## config.mk

```make
export PLATFORM = sky130hd
export DESIGN_NAME = norm_unit
export DESIGN_NICKNAME = d
export VERILOG_FILES = /design/src/rtl/norm_unit_pkg.sv /design/src/rtl/norm_unit.sv
export SDC_FILE = /design/constraint.sdc
export NUM_CORES = 1
export LEC_CHECK = 0
export ABC_AREA = 0
export BUFFER_PORTS_ARGS = -buffer_cell sky130_fd_sc_hd__buf_2
export CAP_MARGIN = 25
export CORE_ASPECT_RATIO = 1.5
export CORE_UTILIZATION = 40
export CTS_CLUSTER_DIAMETER = 80
export DETAILED_ROUTE_END_ITERATION = 16
export PLACE_DENSITY = 0.67
export SETUP_SLACK_MARGIN = 0.2
export SLEW_MARGIN = 10
export SYNTH_ARGS = -nofsm -noshare
export SYNTH_HDL_FRONTEND = slang
export SYNTH_SLANG_ARGS = --single-unit
```

## constraint.sdc

```tcl
create_clock -name clk -period 1.9 [get_ports clk]
set_input_delay 0.095 -clock clk [delete_from_list [all_inputs] [get_ports clk]]
set_output_delay 0.095 -clock clk [all_outputs]
set_load 0.1 [all_outputs]
```

## src/rtl/norm_unit_pkg.sv

```systemverilog
// Shared constants for the normalizer: default data width, FSM state
// encodings and operating-mode values.
package norm_unit_pkg;

    localparam int REG_WIDTH = 32;

    localparam logic NORM_LOG = 1'b0;
    localparam logic NORM_ARI = 1'b1;

    typedef enum logic [1:0] {
        IDLE  = 2'b00,
        SHIFT = 2'b01,
        DONE  = 2'b10
    } norm_state_e;

endpackage

```

## src/rtl/norm_unit.sv

```systemverilog
// Iterative normalizer: shifts the operand left one bit per cycle until the
// leading-zero (logical) or redundant-sign (arithmetic) run is removed.
module norm_unit
    import norm_unit_pkg::*;
#(
    parameter int WIDTH = REG_WIDTH,
    parameter int CW    = $clog2(WIDTH) + 1
) (
    input  logic             clk,
    input  logic             rst_n,
    input  logic             start,
    input  logic             mode,
    input  logic [WIDTH-1:0] data_in,
    output logic             busy,
    output logic             done,
    output logic [WIDTH-1:0] o_data,
    output logic [CW-1:0]    o_count,
    output logic             zero
);

    localparam logic [CW-1:0]    CNT_FULL = CW'(WIDTH);
    localparam logic [CW-1:0]    CNT_SIGN = CW'(WIDTH - 1);
    localparam logic [WIDTH-1:0] MSB_ONLY = {1'b1, {(WIDTH-1){1'b0}}};

    norm_state_e      r_state;
    logic [WIDTH-1:0] r_data;
    logic [CW-1:0]    r_count;
    logic             r_zero;
    logic             r_mode;

    norm_state_e      w_state_next;
    logic [WIDTH-1:0] w_data_next;
    logic [CW-1:0]    w_count_next;
    logic             w_zero_next;
    logic             w_mode_next;
    logic             w_normalized;
    logic             w_in_zero;
    logic             w_in_ones;

    assign w_in_zero    = (data_in == '0);
    assign w_in_ones    = (&data_in);
    // Arithmetic operands are normalized once the top two bits disagree.
    assign w_normalized = (r_mode == NORM_LOG) ? r_data[WIDTH-1]
                                               : (r_data[WIDTH-1] ^ r_data[WIDTH-2]);

    always_ff @(posedge clk or negedge rst_n) begin
        if (!rst_n) begin
            r_state <= IDLE;
            r_data  <= '0;
            r_count <= '0;
            r_zero  <= 1'b0;
            r_mode  <= NORM_LOG;
        end else begin
            r_state <= w_state_next;
            r_data  <= w_data_next;
            r_count <= w_count_next;
            r_zero  <= w_zero_next;
            r_mode  <= w_mode_next;
        end
    end

    always_comb begin
        w_state_next = r_state;
        w_data_next  = r_data;
        w_count_next = r_count;
        w_zero_next  = r_zero;
        w_mode_next  = r_mode;
        case (r_state)
            SHIFT: begin
                if (w_normalized) begin
                    w_state_next = DONE;
                end else begin
                    w_data_next  = {r_data[WIDTH-2:0], 1'b0};
                    w_count_next = r_count + 1'b1;
                end
            end
            default: begin
                if (start) begin
                    w_mode_next  = mode;
                    w_data_next  = data_in;
                    w_count_next = '0;
                    w_zero_next  = 1'b0;
                    w_state_next = SHIFT;
                    // Operands with no terminating bit would never normalize; resolve them here.
                    if (w_in_zero) begin
                        w_data_next  = '0;
                        w_zero_next  = 1'b1;
                        w_count_next = (mode == NORM_LOG) ? CNT_FULL : CNT_SIGN;
                        w_state_next = DONE;
                    end else if ((mode == NORM_ARI) && w_in_ones) begin
                        w_data_next  = MSB_ONLY;
                        w_count_next = CNT_SIGN;
                        w_state_next = DONE;
                    end
                end else begin
                    w_state_next = IDLE;
                end
            end
        endcase
    end

    assign busy    = (r_state == SHIFT);
    assign done    = (r_state == DONE);
    assign o_data  = r_data;
    assign o_count = r_count;
    assign zero    = r_zero;

endmodule

```

==> impl_metrics.py, run 1 <==
metrics = {
    "outcome": {
        "outcome": "completed",
    },
    "sta": {
        "fin_worst_skew_ns": 0.0131,
        "rsz0062_at_grt": "true",
        "fmax_ghz": 0.577,
        "slew_viol_final": 0,
        "slew_headroom": 0.636,
        "report.final.hold_viol_count": 0,
        "tightestPinTransition_ns": 0.544,
        "timing.final.crit_share": 0.913,
        "hold_slack_ns": 0.0487,
        "setup_viol": 0,
        "fin_setup_tns_ns": 0,
        "period_minus_slack_ns": 1.73,
    },
    "setup_path": {
        "critPathTopFamily": "simple AND/OR/NAND/NOR gates",
        "arrival_ns": 1.92,
        "required_ns": 2.08,
        "path_buf_inv": 1,
        "max_stage_delay_ns": 0.51,
        "critPathLaunchType": "register",
        "cpMaxStageDelayCell": "dfrtp_4",
        "crit_type": "register to register",
        "worstSetupEndpointType": "register",
        "worst-path-max-fanout": 31,
        "path_cells": "and3b_2 > nor3_4 > nor2_2 > buf_12 > a221o_2",
    },
    "synth": {
        "yosys_warnings": 0,
        "synth_area_per_cell_um2": 10.8,
        "synth_area_leaders": "dfrtp_1 (50%), a221o_1 (13%), and3_1 (9.8%), nor4_1 (3.3%), o21ai_0 (2.1%)",
        "ys_seq_area_frac": 0.499,
        "synth_top_area_frac": 0.499,
        "syn_area_um2": 2100,
        "ys_ff_latch": 42,
        "yosys.area.top_type": "dfrtp_1",
        "synth_cells": 194,
        "yosysUniqueCellTypes": 34,
        "syn-num-nets": 231,
    },
    "route": {
        "ant_nets": 0,
        "totalWireLength_um": 6130,
        "drc": 0,
        "post_drt_wl_per_cell_um": 17.6,
        "num_vias": 2043,
        "drt_iter0_markers": 126,
        "via_per_inst": 5.87,
        "drt_pass1_iterations": 4,
    },
    "placed_design": {
        "gp_congestion": 0.869,
        "placed_area_um2": 2650,
        "io_buffers": 76,
        "dp_hpwl_um": 4350,
    },
    "global_routing": {
        "grt_overflow_total": 0,
        "grt_pass1_vias": 1973,
        "grt_usage": 0.233,
        "grt_start_max_net_pins": 32,
        "grt_pass1_wl_um": 9690,
        "antenna_found_initial": 0,
    },
    "cells_and_area": {
        "antenna_cells": 0,
        "stdcell_area_um2": 2780,
        "fin_nets": 316,
        "drive_above_1_share": 0.421,
        "syn_to_final_growth_pct": 32.1,
    },
    "clock_network": {
        "clk_pin_slew_ns": 0.10,
        "clkSinkCount": 42,
        "cts_tree": "built",
        "clockRootBuffer": "clkbuf_8",
        "cts_buffer_depth": 2,
        "htreeDepth": 2,
        "cts_buffers": 5,
        "clk_latency_ns": 0.30,
    },
    "flow_run": {
        "maxCapViolations": 0,
    },
    "die": {
        "core-area_um2": 5080,
        "die-area_um2": 5560,
        "start_util": 0.414,
        "boundaryPins": 77,
        "row_count": 32,
        "fp.dieW_um": 61.2,
        "die_y_um": 90.8,
    },
    "hold_path": {
        "hp-class": "input port to register",
    },
}
## cells by family after synthesis
| kind of cell | synth area share |
|---|---|
| mux | 0.0107 |
| simple gates | 0.235 |
| flops | 0.499 |
| fa+ha+maj | 0.00594 |
| compound gates | 0.209 |
| buf+inv | 0.0398 |
## worst paths after layout
check / slack (ns) / from / depth (start not counted) / to
min in group asynchronous: 0.27 / rst_n / 2 / o_data[17]
max reg2reg: 0.17 / o_data[30] / 5 / o_data[1]
min: 0.05 / data_in[15] / 2 / o_data[15]
max: 0.17 / o_data[30] / 5 / o_data[1]
min reg2reg: 0.52 / zero / 1 / zero
max in group asynchronous: 1.05 / rst_n / 3 / o_data[31]
## layout by cell type (no fill, tap or decap), types with 3 or more instances in the layout
master     n
clkbuf_8   5
dfrtp_2    3
and3_1    33
nand4_1    7
buf_2     75
nand2_1   11
o21ai_0    8
nor4_1    11
buf_4     12
dfrtp_1   37
a21oi_1    6
a221o_1   28
nor2_1     5
## cell usage after synthesis (all sizes together)
| library cell | instances |
|---|---|
| a21boi | 1 |
| a21o | 1 |
| a21oi | 6 |
| a221o | 30 |
| a22o | 1 |
| a31o | 1 |
| a31oi | 2 |
| and2 | 1 |
| and3 | 33 |
| and3b | 1 |
| buf | 7 |
| clkbuf | 6 |
| dfrtp | 42 |
| ha | 1 |
| inv | 2 |
| mux2 | 2 |
| nand2 | 11 |
| nand2b | 2 |
| nand3 | 2 |
| nand4 | 7 |
| nor2 | 6 |
| nor2b | 1 |
| nor3 | 2 |
| nor4 | 12 |
| o21ai | 9 |
| o311ai | 1 |
| o31ai | 1 |
| or2 | 1 |
| or3 | 2 |
## layer usage
layer / track usage / vias up / wire length (µm)
met3: 0.0415 / 15 / 301
met2: 0.347 / 73 / 3010
met5: 0 / - / 0
met1: 0.323 / 1009 / 2640
met4: 0.102 / 0 / 180
li1: - / 946 / -
## through the flow
stage / cells / worst slack, ns / util
finish: 348 / 0.166 / 0.547
floorplan: 194 / 0.0885 / -
global route: 348 / 0.114 / 0.547
detailed placement: 337 / 0.0773 / 0.521
CTS: 346 / 0.187 / 0.543
global placement: 336 / 0.0139 / 0.518
## flip-flops by register name (all words and copies together), names as in the netlist
name and count:
o_data 32, o_count 6, r_state 2, r_mode 1
zero 1
## timing repair
action / CTS / global route
cloned: 0 / 0
gates resized for setup: 1 / 3
pin swaps: 0 / 1
hold buffers: 1 / 0
buffers inserted: 0 / 2
endpoints found under the hold margin: 18 / 0
setup endpoints to repair: 2 / 35
## cell type report
type | count | area (µm²)
Fill cell | 487 | 2300
Timing Repair Buffer | 91 | 531
Clock inverter | 3 | 25.0
Tap cell | 68 | 85.1
Sequential cell | 42 | 1060
Clock buffer | 5 | 68.8
Multi-Input combinational cell | 137 | 1000
Inverter | 2 | 7.51
Power of run 1 is not shown: default switching activity piles up to over one toggle a cycle in this logic, so the estimate is an artifact.
==> inputs of run 2 (changes only) <==
--- a/config.mk
+++ b/config.mk
@@ -12,7 +12,7 @@
 export CORE_UTILIZATION = 40
 export CTS_CLUSTER_DIAMETER = 80
 export DETAILED_ROUTE_END_ITERATION = 16
-export PLACE_DENSITY = 0.67
+export PLACE_DENSITY = 0.69
 export SETUP_SLACK_MARGIN = 0.2
 export SLEW_MARGIN = 10
 export SYNTH_ARGS = -nofsm -noshare
==> constraint.sdc (replaced) <==
create_clock -name clk -period 1.5 [get_ports clk]
set_input_delay 0.075 -clock clk [delete_from_list [all_inputs] [get_ports clk]]
set_output_delay 0.075 -clock clk [all_outputs]
set_load 0.1 [all_outputs]
==> impl_metrics.py, run 2 (synthesized netlist as in run 1, its figures left out) <==
metrics = {
    "outcome": {
        "outcome": "finished with violations",
        "violations": "negative setup slack",
    },
    "route": {
        "met3WireLength_um": 323,
        "met2_length_um": 3590,
        "met1_length_um": 2690,
        "post_drt_wl_per_cell_um": 17.7,
        "drt_iter0_markers": 111,
        "num_vias": 2160,
        "top_layer_used": "met4",
        "via_per_inst": 5.70,
        "drt_pass1_iterations": 4,
        "drc": 0,
        "ant_nets": 0,
        "totalWireLength_um": 6710,
    },
    "sta": {
        "period_minus_slack_ns": 1.71,
        "slew_viol_final": 0,
        "slew_headroom": 0.671,
        "tightestPinTransition_ns": 0.496,
        "rsz0062_at_grt": "true",
        "timing.final.crit_share": 1.14,
        "setup_viol": 38,
        "report.final.hold_viol_count": 0,
        "fmax_ghz": 0.586,
        "setup_ws_ns": -0.206,
        "fin_worst_skew_ns": 0.00681,
    },
    "clock_network": {
        "htreeDepth": 2,
        "clk_latency_ns": 0.30,
        "cts_tree": "built",
        "cts_buffer_depth": 2,
        "clk_pin_slew_ns": 0.09,
        "cts_buffers": 5,
        "clockRootBuffer": "clkbuf_8",
        "clkSinkCount": 42,
    },
    "placed_design": {
        "dp_hpwl_um": 4590,
        "placed_area_um2": 2830,
        "gp_congestion": 0.794,
        "io_buffers": 76,
    },
    "cells_and_area": {
        "fin_nets": 347,
        "largest_register_ff_count": 32,
        "layout_commonest_cell": "buf_2",
        "final.fill_count": 407,
        "syn_to_final_growth_pct": 52.9,
        "antenna_cells": 0,
        "drive_above_1_share": 0.498,
        "stdcell_area_um2": 3220,
        "final_cell_mix": "buf_2 (71), dfrtp_1 (37), and3_1 (33)",
    },
    "setup_path": {
        "path_cells": "nand2b_4 > buf_6 > nor3_4 > nor2_4 > buf_12 > a221o_2",
        "r2r_cells": 6,
        "worstSetupEndpointType": "register",
        "path_buf_inv": 2,
        "r2r_start": "r_state[1]",
        "cpMaxStageDelayCell": "dfrtp_1",
        "critPathTopFamily": "simple AND/OR/NAND/NOR gates",
        "critPathLaunchType": "register",
        "startpoint": "r_state[1]",
        "worst-path-max-fanout": 26,
        "arrival_ns": 1.90,
        "max_stage_delay_ns": 0.40,
        "crit_type": "register to register",
        "required_ns": 1.69,
        "crit_cells": 6,
        "worstSetupEndpoint": "o_data[2]",
        "rrSetupSlack_ns": -0.21,
        "reg2reg_to": "o_data[2]",
    },
    "global_routing": {
        "grt_start_max_net_pins": 27,
        "grt_overflow_total": 0,
        "grt_pass1_wl_um": 10700,
        "grt_pass1_vias": 2245,
        "antenna_found_initial": 0,
        "grt_usage": 0.257,
    },
    "hold_path": {
        "min_delay_path_depth": 2,
        "hp-class": "input port to register",
    },
    "die": {
        "row_count": 32,
        "core-area_um2": 5080,
        "boundaryPins": 77,
        "start_util": 0.414,
        "fp.dieW_um": 61.2,
        "die-area_um2": 5560,
        "die_y_um": 90.8,
    },
    "flow_run": {
        "maxCapViolations": 0,
    },
}
run 2: stage by stage:
stage	setup slack, ns	setup TNS, ns	std cells	hold slack, ns	utilization
floorplan	-0.312	-10.62	194	-0.221	-
global placement	-0.359	-11.80	357	0.0350	0.554
detailed placement	-0.335	-8.19	358	0.0376	0.557
CTS	-0.156	-4.02	378	0.0227	0.621
global route	-0.271	-8.18	379	0.0300	0.633
finish	-0.206	-6.03	379	0.0257	0.633
run 2: worst min-delay path by stage:
stage,start,to,slack (ns)
final,data_in[0],o_data[0],0.03
after global placement,rst_n,o_data[29],0.04
after floorplan,rst_n,o_count[0],-0.22
after global routing,data_in[0],o_data[0],0.03
after detailed placement,rst_n,o_data[0],0.04
after CTS,data_in[0],o_data[0],0.02
run 2: final cells by class:
class	instances	area, µm²	area share
clock buffer	5	68.8	0.0214
clock inverter	3	43.8	0.0136
inverter	2	12.5	0.00389
multi-input combinational	137	1050	0.325
sequential	42	1060	0.330
tap	68	85.1	0.0264
timing repair buffer	122	898	0.279
run 2: metal layers:
metal,up-vias,global-route usage
met5,-,0
met4,0,0.0814
met3,11,0.0559
met2,69,0.438
met1,1071,0.309
li1,1009,-
run 2: repair_timing:
action                                 in CTS  in global routing
setup buffers                              10                  0
pin swaps                                   1                  0
hold buffers                                1                  0
cloned                                      1                  1
endpoints found under the hold margin      16                  0
gates resized for setup                    25                 16
setup endpoints to repair                  45                 45
Power of run 2 is left out for the same reason.
==> inputs of run 3 (changes only) <==
--- a/config.mk
+++ b/config.mk
@@ -5,14 +5,14 @@
 export SDC_FILE = /design/constraint.sdc
 export NUM_CORES = 1
 export LEC_CHECK = 0
-export ABC_AREA = 0
+export ABC_AREA = 1
 export BUFFER_PORTS_ARGS = -buffer_cell sky130_fd_sc_hd__buf_2
 export CAP_MARGIN = 25
 export CORE_ASPECT_RATIO = 1.5
 export CORE_UTILIZATION = 40
 export CTS_CLUSTER_DIAMETER = 80
 export DETAILED_ROUTE_END_ITERATION = 16
-export PLACE_DENSITY = 0.69
+export PLACE_DENSITY = 0.67
 export SETUP_SLACK_MARGIN = 0.2
 export SLEW_MARGIN = 10
 export SYNTH_ARGS = -nofsm -noshare
==> impl_metrics.py, run 3 <==
metrics = {
    "cells_and_area": {
        "multi_input_area_um2": 1410,
        "largest_register_ff_count": 32,
        "drive_above_1_share": 0.413,
        "antenna_cells": 0,
        "syn_to_final_growth_pct": 37.8,
        "final.fill_count": 576,
        "final_cell_mix": "nor2_1 (74), buf_2 (74), nand2_1 (57)",
        "fin_nets": 465,
        "regArea_um2": 1080,
    },
    "die": {
        "fp.dieW_um": 66.6,
        "core-area_um2": 6090,
        "boundaryPins": 77,
        "start_util": 0.412,
        "die_y_um": 98.9,
        "row_count": 35,
        "die-area_um2": 6590,
    },
    "hold_path": {
        "hp-class": "input port to register",
    },
    "synth": {
        "synth.most_common_cell": "nor2_1",
        "synth-edff-count": 0,
        "synth_ff_type": "dfrtp_1",
        "yosysUniqueCellTypes": 26,
        "synth_cells": 335,
        "ys_seq_area_frac": 0.419,
        "yosys_warnings": 0,
        "synth_top_area_frac": 0.419,
        "yosys.area.top_type": "dfrtp_1",
        "synth-async-reset-ratio": 1.00,
        "ys_ff_latch": 42,
        "synth_area_leaders": "dfrtp_1 (42%), nor2_1 (12%), nand2_1 (8.8%), a21oi_1 (8.8%), a21oi_2 (8.4%)",
        "synth_area_per_cell_um2": 7.48,
        "syn-num-nets": 372,
        "syn_area_um2": 2510,
        "yosys-top-cells-count": "nor2_1 (80), nand2_1 (59), a21oi_1 (44)",
    },
    "sta": {
        "setup_viol": 0,
        "hold_slack_ns": 0.0499,
        "fmax_ghz": 0.697,
        "report.final.hold_viol_count": 0,
        "period_minus_slack_ns": 1.43,
        "fin_worst_skew_ns": 0.00989,
        "slew_viol_final": 0,
        "rsz0062_at_grt": "true",
        "fin_setup_tns_ns": 0,
        "timing.final.crit_share": 0.956,
        "slew_headroom": 0.676,
        "tightestPinTransition_ns": 0.490,
    },
    "clock_network": {
        "cts_buffers": 5,
        "clk_latency_ns": 0.30,
        "clockRootBuffer": "clkbuf_8",
        "htreeDepth": 2,
        "cts_tree": "built",
        "cts_buffer_depth": 2,
        "clkSinkCount": 42,
        "clk_pin_slew_ns": 0.09,
    },
    "global_routing": {
        "grt_usage": 0.223,
        "grt_overflow_total": 0,
        "grt_pass1_vias": 2405,
        "grt_pass1_wl_um": 11200,
        "antenna_found_initial": 0,
        "grt_start_max_net_pins": 23,
    },
    "route": {
        "via_per_inst": 5.18,
        "num_vias": 2604,
        "ant_nets": 0,
        "drt_pass1_iterations": 4,
        "post_drt_wl_per_cell_um": 14.5,
        "totalWireLength_um": 7270,
        "drc": 0,
        "drt_iter0_markers": 125,
    },
    "setup_path": {
        "crit_type": "register to output port",
        "arrival_ns": 1.36,
        "worst-path-max-fanout": 15,
        "required_ns": 1.42,
        "critPathLaunchType": "register",
        "worstSetupEndpointType": "output port",
        "rrSetupSlack_ns": 0.08,
    },
    "outcome": {
        "outcome": "completed",
    },
    "placed_design": {
        "io_buffers": 76,
        "gp_congestion": 0.813,
        "dp_hpwl_um": 5080,
    },
    "flow_run": {
        "maxCapViolations": 0,
    },
}
[run 3: kinds of logic (layout without fill, tap and decap cells)]
kind of cell             after synthesis  count (layout)  synth area share
flip-flops                            42              42             0.419
AO/OA/AOI/OAI                         78              78             0.194
buffers and inverters                 33             127            0.0729
adder cells (fa/ha/maj)                1               1           0.00499
AND/OR/NAND/NOR                      181             181             0.309
[run 3: per-layer routing]
layer / vias to the layer above / GRT usage / wire, µm
met4: 0 / 0.0900 / 231
met2: 72 / 0.382 / 3710
li1: 1290 / - / -
met5: - / 0 / 0
met3: 16 / 0.0417 / 343
met1: 1226 / 0.267 / 2990
[run 3: path summary, 6_finish.rpt]
| kind | from | endpoint | cells past startpoint |
|---|---|---|---|
| max | r_state[1] | busy | 3 |
| max reg2reg | r_state[1] | o_data[8] | 7 |
| max in group asynchronous | rst_n | o_data[30] | 3 |
| min in group asynchronous | rst_n | o_data[8] | 2 |
| min reg2reg | zero | zero | 2 |
| min | data_in[18] | o_data[18] | 3 |
[run 3: area by class of cell]
type	count	share of cell area
clock buffer	7	0.0250
clock inverter	1	0.00145
inverter	16	0.0217
multi-input combinational	260	0.409
sequential	42	0.311
tap	74	0.0268
timing repair buffer	102	0.201
timing repair inverter	1	0.00326
[run 3: per-stage QoR]
| step | util | cells | area [µm²] | setup WS (ns) |
|---|---|---|---|---|
| floorplan | - | 335 | 2550 | 0.0342 |
| global placement | 0.500 | 480 | 3050 | 0.101 |
| detailed placement | 0.500 | 480 | 3050 | 0.0411 |
| CTS | 0.532 | 497 | 3240 | 0.118 |
| global route | 0.568 | 503 | 3450 | 0.0271 |
| finish | 0.568 | 503 | 3450 | 0.0657 |
[run 3: worst max-delay path, cell delays in order, from the launching register on]
cell     delay, ns
dfrtp_2       0.45
nor2_8        0.20
buf_8         0.22
buf_12        0.19
[run 3: what timing repair did]
action | in CTS | in global routing
pin swaps | 2 | 16
endpoints found under the setup margin | 37 | 41
gates cloned | 1 | 2
gates resized for setup | 8 | 38
hold buffers | 1 | 0
setup buffers | 7 | 4
endpoints found under the hold margin | 17 | 0
Power of run 3 is left out for the same reason.
